==> src/rtl/systolic_skew_feeder.sv <==
// systolic_skew_feeder: FIFO-buffered west-edge feeder that skews lane i by i beats and flushes the array.
// Optional SKEW_FEEDER_STALL_CNT_EN adds a saturating stall_cnt output.
module systolic_skew_feeder #(
  parameter int N = 4,
  parameter int W = 16,
  parameter int DEPTH = 4
) (
  input  logic           clk,
  input  logic           rst,
  input  logic           in_valid,
  output logic           in_ready,
  input  logic [N*W-1:0] in_data,
  input  logic           in_last,
  output logic [N*W-1:0] edge_out,
  output logic           ce_out,
  output logic           pass_done
`ifdef SKEW_FEEDER_STALL_CNT_EN
  ,
  output logic [15:0]    stall_cnt
`endif
);
  localparam int PW = $clog2(DEPTH);
  localparam int CW = $clog2(2 * N) + 1;
  typedef enum logic [1:0] {IDLE, STREAM, FLUSH} state_t;
  state_t state_q, state_d;
  logic [N*W:0] mem_q [DEPTH];
  logic [N*W:0] mem_d [DEPTH];
  logic [PW-1:0] wr_q, wr_d, rd_q, rd_d;
  logic [PW:0] cnt_q, cnt_d;
  logic [CW-1:0] fl_q, fl_d;
  logic ce_q, ce_d, done_q, done_d;
  logic push, pop, adv, empty, pop_last;
  logic [N*W-1:0] lane_in;
  assign empty = cnt_q == '0;
  assign in_ready = !rst && cnt_q != (PW+1)'(DEPTH);
  assign push = in_valid && in_ready;
  assign pop = state_q == STREAM && !empty;
  assign adv = pop || state_q == FLUSH;
  assign pop_last = pop && mem_q[rd_q][N*W];
  assign lane_in = pop ? mem_q[rd_q][N*W-1:0] : '0;
  assign ce_out = ce_q;
  assign pass_done = done_q;
  always_comb begin
    mem_d = mem_q;
    if (push) mem_d[wr_q] = {in_last, in_data};
    wr_d = push ? wr_q + PW'(1) : wr_q;
    rd_d = pop ? rd_q + PW'(1) : rd_q;
    cnt_d = cnt_q + (PW+1)'(push) - (PW+1)'(pop);
  end
  always_comb begin
    state_d = state_q;
    fl_d = fl_q;
    case (state_q)
      IDLE: if (!empty) state_d = STREAM;
      STREAM: if (pop_last) begin
        state_d = N > 1 ? FLUSH : IDLE;
        fl_d = CW'(2 * N - 2);
      end
      FLUSH: begin
        fl_d = fl_q - CW'(1);
        if (fl_q == CW'(1)) state_d = IDLE;
      end
      default: state_d = IDLE;
    endcase
  end
  always_comb begin
    ce_d = adv;
    done_d = (state_q == FLUSH && fl_q == CW'(1)) || (N == 1 && pop_last);
  end
  always_ff @(posedge clk) begin
    if (rst) begin
      state_q <= IDLE;
      wr_q <= '0;
      rd_q <= '0;
      cnt_q <= '0;
      fl_q <= '0;
      ce_q <= 1'b0;
      done_q <= 1'b0;
    end else begin
      state_q <= state_d;
      wr_q <= wr_d;
      rd_q <= rd_d;
      cnt_q <= cnt_d;
      fl_q <= fl_d;
      ce_q <= ce_d;
      done_q <= done_d;
    end
    mem_q <= mem_d;
  end
  // Lane i is an (i+1)-deep delay line that only moves on adv, so stalls freeze the whole wavefront.
  for (genvar i = 0; i < N; i++) begin : g_lane
    logic [W-1:0] dl_q [i+1];
    logic [W-1:0] dl_d [i+1];
    always_comb begin
      dl_d = dl_q;
      if (adv) begin
        dl_d[0] = lane_in[i*W +: W];
        for (int k = 1; k <= i; k++) dl_d[k] = dl_q[k-1];
      end
    end
    always_ff @(posedge clk) begin
      if (rst) dl_q <= '{default: '0};
      else dl_q <= dl_d;
    end
    assign edge_out[i*W +: W] = dl_q[i];
  end
`ifdef SKEW_FEEDER_STALL_CNT_EN
  logic [15:0] stall_cnt_q, stall_cnt_d;
  always_comb begin
    stall_cnt_d = (state_q == IDLE && state_d == STREAM) ? '0 :
                  (state_q == STREAM && !adv && stall_cnt_q != 16'hFFFF) ? stall_cnt_q + 16'd1 : stall_cnt_q;
  end
  always_ff @(posedge clk) begin
    if (rst) stall_cnt_q <= '0;
    else stall_cnt_q <= stall_cnt_d;
  end
  assign stall_cnt = stall_cnt_q;
`endif
endmodule

==> config.mk <==
export PLATFORM = sky130hd
export DESIGN_NAME = systolic_skew_feeder
export DESIGN_NICKNAME = d
export VERILOG_FILES = /design/src/rtl/systolic_skew_feeder.sv
export SDC_FILE = /design/constraint.sdc
export NUM_CORES = 1
export LEC_CHECK = 0
export CORE_MARGIN = 1
export CORE_UTILIZATION = 45
export CTS_BUF_LIST = sky130_fd_sc_hd__clkbuf_4
export DETAILED_ROUTE_END_ITERATION = 8
export GPL_ROUTABILITY_DRIVEN = 0
export RECOVER_POWER = 50
export SYNTH_ARGS = -nofsm -noshare
export SYNTH_HDL_FRONTEND = slang
export SYNTH_SLANG_ARGS = --single-unit
==> constraint.sdc <==
create_clock -name clk -period 10.3 [get_ports clk]
set_clock_uncertainty 0.15 [all_clocks]
set_input_delay 3.09 -clock clk [delete_from_list [all_inputs] [get_ports clk]]
set_output_delay 3.09 -clock clk [all_outputs]
set_load 0.01 [all_outputs]
# Word level (Yosys, flattened, before mapping)
# Cells that the tools add are included.
[word_totals] ff_bits=435 in_bits=68 word_cells=65
[op_classes] n_addsub=5 n_lt_le_gt_ge=3 n_eq_ne=7 mux=13 bitwise=2 n_reduce_logical=14
[op_table] operator="bitwise mux 260 bit" count=1
[op_table] operator="two-way mux 65 bit" count=3
[op_table] operator="binary-select mux 65 bit (select 2 bit)" count=1
[op_table] operator="demux 65 bit (select 2 bit)" count=1
[op_table] operator="two-way mux 64 bit" count=1
[op_table] operator="case mux 4 bit (2 select lines)" count=1
[op_table] operator=">= comparator 3 bit (second input constant)" count=2
[op_table] operator="logical AND 1 bit" count=6
[op_table] operator="two-way mux 2 bit" count=3
[op_table] operator="!= test 2 bit (second input constant)" count=3
[op_table] operator="inverter 2 -> 3 bit" count=2
[op_table] operator="case mux 2 bit (3 select lines)" count=1
[op_table] operator="adder 2 x 1 -> 2 bit (second input constant)" count=2
[op_table] operator="equality test 4 x 1 -> 1 bit (second input constant)" count=1
[op_table] operator="two-way mux 4 bit" count=1
[op_table] operator="subtractor 4 x 1 -> 4 bit (second input constant)" count=1
[op_table] operator="adder 3 x 1 -> 3 bit" count=1
[op_table] operator="zero test 3 bit" count=1
[op_table] operator="< comparator 3 x 1 -> 1 bit (second input constant)" count=1
[op_table] operator="!= test 3 bit (second input constant)" count=1
[op_table] operator="AND reduction 3 bit" count=1
[op_table] operator="subtractor 3 x 1 -> 3 bit" count=1
[op_table] operator="equality test 2 x 1 -> 1 bit (second input constant)" count=1
[op_table] operator="equality test 2 bit (second input constant)" count=1
[op_table] operator="5 further kinds" count=6

# Logic depth before layout (Yosys ltp)
[logic_depth] ltp_word=7 mapped_depth=12 depth_no_buf=10

# Worst setup path before layout
# OpenSTA, ideal clock, no wires.
[synth_path] path_kind="input to output" from="input port rst" to="output port in_ready" t_arrival_ns=3.748 t_required_ns=7.060 path_slack_ns=3.312 path_stages=3 n_path_buf=2 path_cell_list="clkbuf_1 buf_1 nor2_1"
[synth_between] elab_chain_cells=2
[synth_rtl] item="from (decl)" line="9" text="input logic rst,"
[synth_rtl] item="zero test 1 bit" line="35" text="assign in_ready = !rst && cnt_q != (PW+1)'(DEPTH);"
[synth_rtl] item="logical AND 1 bit" line="35"
[synth_rtl] item="to (decl)" line="11" text="output logic in_ready,"
# No other way between the ends.

# Worst setup path in the final report
# Ends and elaborated chain as after synthesis.

==> impl_results.md <==
* Sw Ratio at 30.9%
* DR vias at around 9500
* Post-synthesis compound-gate area fraction at 11.4%
* Synth unique cells at 42
* Sequential fraction of the synthesis area at between 60 and 70%
* Yosys warning count at 0
* Dpl hpwl at 17300 um
* Crit Path Class: primary input to output port
* Net Switching at between 1000 and 1500 uW
* Maxcap violations at 1
* Pre-antenna DRT Iters at 7
* Fmax at about 130 MHz
* Critical Path RT at just over 7000 ps
* Clock Latency Late Sink at between 700 and 800 ps
* H-tree depth at 3
* Synth Area in XOR/XNOR at 0.260%
* Syn Inst Count at 1069
* Antenna Nets Post-Route at 0
* Crit-path max FO at 54
* Max-slew headroom at -98.6%
* Pwr Total at around 4400 uW
* Syn Area/Cell at about 15 um2
* Root buf cell: clkbuf_4
* Drt wl/cell at between 15 and 20 um
* Slew Viols, Final at 60
* Setup Fix Bufs, Post-CTS at 0
* Die Y at a little under 200 um
* Final routed DRC violation total at 28
* CTS Hold Bufs at 0
* Sequential share of power at 46.7%
* Main combinational cell family by area after synthesis: compound AO/OA/AOI/OAI gates
* Failing checks: DRC, capacitance limit, slew limit
* Peak VDD IR at ~0.31 mV
* # nets final at 1255
* Post-route cell area at between 0.015 and 0.02 mm2
* Area delta synth->final at 16.5%
* Worst slew pin tran at approximately 3000 ps
* CTS clk-pin slew, worst paths at approximately 70 ps
* Post-synthesis adder-cell area fraction at 0.735%
* Min-Delay Path Class: flop to flop
* Num CTS Buffers at 106
* Mux cell area share after synthesis at a little under a tenth
* Synth Register Bits at about 440
* Status: complete, but fails checks
* Pwr/cell area at 233 mW/mm2
* Placed Area at between 0.015 and 0.02 mm2
* Site Rows at between 60 and 70
* CTS tree: yes
* GRT overflow at 0
* Synth Area in Simple Gates at roughly 4.2%
* Minimum clock period at approximately 7400 ps
* Total wire length at about 34000 um
* Worst Setup End Kind: output port
* Finished Core Util at between 50% and 60%
* RSZ-0062 raised after global routing: false
* Largest net degree at the start of global routing at between 90 and 100
* Top Ports at around 140
* Combinational share of power at between 20% and 30%
* Syn Nets at roughly 1100
* # fillers at 2990
* Number of DRC markers in iteration 0 at about 410
* Die area at about 0.037 mm2
* Die width at about 190 um
* Seq. cell area at 0.0113 mm2
* First-pass GRT wire length at approximately 54000 um
* Initial Utilization at 45.8%
* Arrival @ worst endpoint at 4190 ps
* Hold violation total from the final report at 0
* CTS max path bufs at 3
* Synth Cell Area at between 0.015 and 0.02 mm2
* Initial antenna violation count at 4
* P_leak at 0.00615 uW
* Startpoint Class: primary input
* Layout cell share with drive strength beyond 1 at a little over a fifth
* Post-CTS Resized at 0
* I/O Buffers at 134
* Overall Global Routing Usage at about a fifth
* Vias in the first global route at just under 10000
* Int Pwr at approximately 3100 uW
* Vias per inst at between 5 and 6
* Setup Viol. Count Final at 0
* R2r setup slk at 7150 ps
* Setup_tns at 0 ps
* Clock power share at approximately a third
* Multi-input gate area at between 0.004 and 0.005 mm2
* Core area at 0.0357 mm2
* Final period util at 72.2%
* CTS sink cnt at around 440
==> layer usage <==
layer	share of wire, %	global-route usage, %
met1	44	24.9
met2	49	31.1
met3	4.3	4.76
met4	1.9	6.97
met5	0.12	0
==> logic make-up after synthesis <==
| group | Yosys count |
|---|---|
| flops | 435 |
| compound gates | 268 |
| buf+inv | 153 |
| simple gates | 132 |
| mux | 68 |
| fa+ha+maj | 9 |
| xor+xnor | 4 |
==> metrics by stage <==
step / std cells / hold WS [ps] / setup WS [ps]
after floorplan: 1069 / 298 / 3310
after global placement: 1531 / 306 / 2850
after detailed placement: 1531 / 309 / 2850
after CTS: 1728 / 276 / 2850
after global routing: 1729 / 305 / 2780
final: 1730 / 277 / 2870
==> sequential cells by signal, summed over array words and instances (netlist names) <==
| signal | cells |
|---|---|
| ce_out | 1 |
| cnt_q | 3 |
| edge_out | 48 |
| fl_q | 4 |
| g_lane.dl_q | 112 |
| mem_q | 260 |
| pass_done | 1 |
| rd_q | 2 |
| state_q | 2 |
| wr_q | 2 |
==> critical path, cell delays in order <==
cell and delay (ps):
buf_4 490, nor2_1 110, clkdlybuf4s50_1 500
==> worst paths after layout <==
check | depth (start not counted) | start | endpoint
max | 3 | rst | in_ready
min | 2 | g_lane[1].dl_q[20]$_SDFFE_PP0P_ | edge_out[20]$_SDFFE_PP0P_
max reg2reg | 10 | cnt_q[1]$_SDFF_PP0_ | cnt_q[2]$_SDFF_PP0_
min reg2reg | 2 | g_lane[1].dl_q[20]$_SDFFE_PP0P_ | edge_out[20]$_SDFFE_PP0P_
==> final cells by class <==
type	count	share of cell area [%]
clock buffers	173	6.82
well taps	461	3.03
multi-input cells	481	22.3
flip-flops and latches	435	59.4
inverters	10	0.197
repair buffers	144	7.38
diodes	2	0.0263
clock inverters	24	0.802
==> synth_stat cells <==
| cell type | number | area share (%) |
|---|---|---|
| xor2_2 | 1 | 0.10 |
| o211ai_1 | 96 | 4.4 |
| nor2b_1 | 4 | 0.15 |
| mux2_2 | 1 | 0.069 |
| a31o_2 | 1 | 0.054 |
| nor3_1 | 3 | 0.092 |
| xnor2_1 | 3 | 0.16 |
| a21oi_4 | 1 | 0.10 |
| nand2b_1 | 2 | 0.077 |
| buf_6 | 8 | 0.55 |
| dfxtp_1 | 175 | 21 |
| and3_1 | 1 | 0.038 |
| buf_2 | 11 | 0.34 |
| inv_1 | 10 | 0.23 |
| nand3b_1 | 1 | 0.046 |
| clkbuf_1 | 62 | 1.4 |
| a221oi_1 | 1 | 0.054 |
| buf_4 | 48 | 2.2 |
| mux4_2 | 65 | 9.0 |
| o2111a_1 | 1 | 0.069 |
| fa_1 | 1 | 0.12 |
| nor3b_1 | 2 | 0.092 |
| o21ai_0 | 2 | 0.061 |
| nor2_1 | 8 | 0.18 |
| o21ai_1 | 1 | 0.031 |
| mux2i_1 | 2 | 0.12 |
| or3_1 | 2 | 0.077 |
| nand3_1 | 98 | 3.0 |
| buf_1 | 14 | 0.32 |
| ha_1 | 8 | 0.61 |
| and2_1 | 4 | 0.15 |
| a311oi_1 | 1 | 0.054 |
| or4_4 | 1 | 0.069 |
| a21oi_1 | 98 | 3.0 |
| a22o_1 | 65 | 3.5 |
| nor3_2 | 1 | 0.061 |
| nand2_1 | 2 | 0.046 |
| or3b_2 | 1 | 0.054 |
| a31oi_1 | 1 | 0.038 |
| edfxtp_1 | 260 | 48 |
| nor4bb_1 | 1 | 0.061 |
| nand4_1 | 1 | 0.038 |
==> power groups by stage <==
stage               clock [uW]  combinational [uW]  sequential (uW)
global placement             0                 912             2110
finish                    1470                 901             2080
global route              1610                 980             2090
detailed placement           0                 920             2120
floorplan                    0                 684             2070
CTS                       1520                 922             2080
==> placed cells by master (no fill, tap or decap), types with 10 or more instances in the layout <==
| cell | netlist | final |
|---|---|---|
| dlygate4sd3_1 | 0 | 65 |
| a21oi_1 | 98 | 98 |
| a22o_1 | 65 | 65 |
| dfxtp_1 | 175 | 173 |
| inv_1 | 10 | 10 |
| clkdlybuf4s50_1 | 0 | 68 |
| clkbuf_4 | 0 | 173 |
| clkinv_1 | 0 | 18 |
| mux4_2 | 65 | 65 |
| o211ai_1 | 96 | 96 |
| nand3_1 | 98 | 98 |
| edfxtp_1 | 260 | 260 |
No activity file was read; power rests on OpenSTA's default activity.
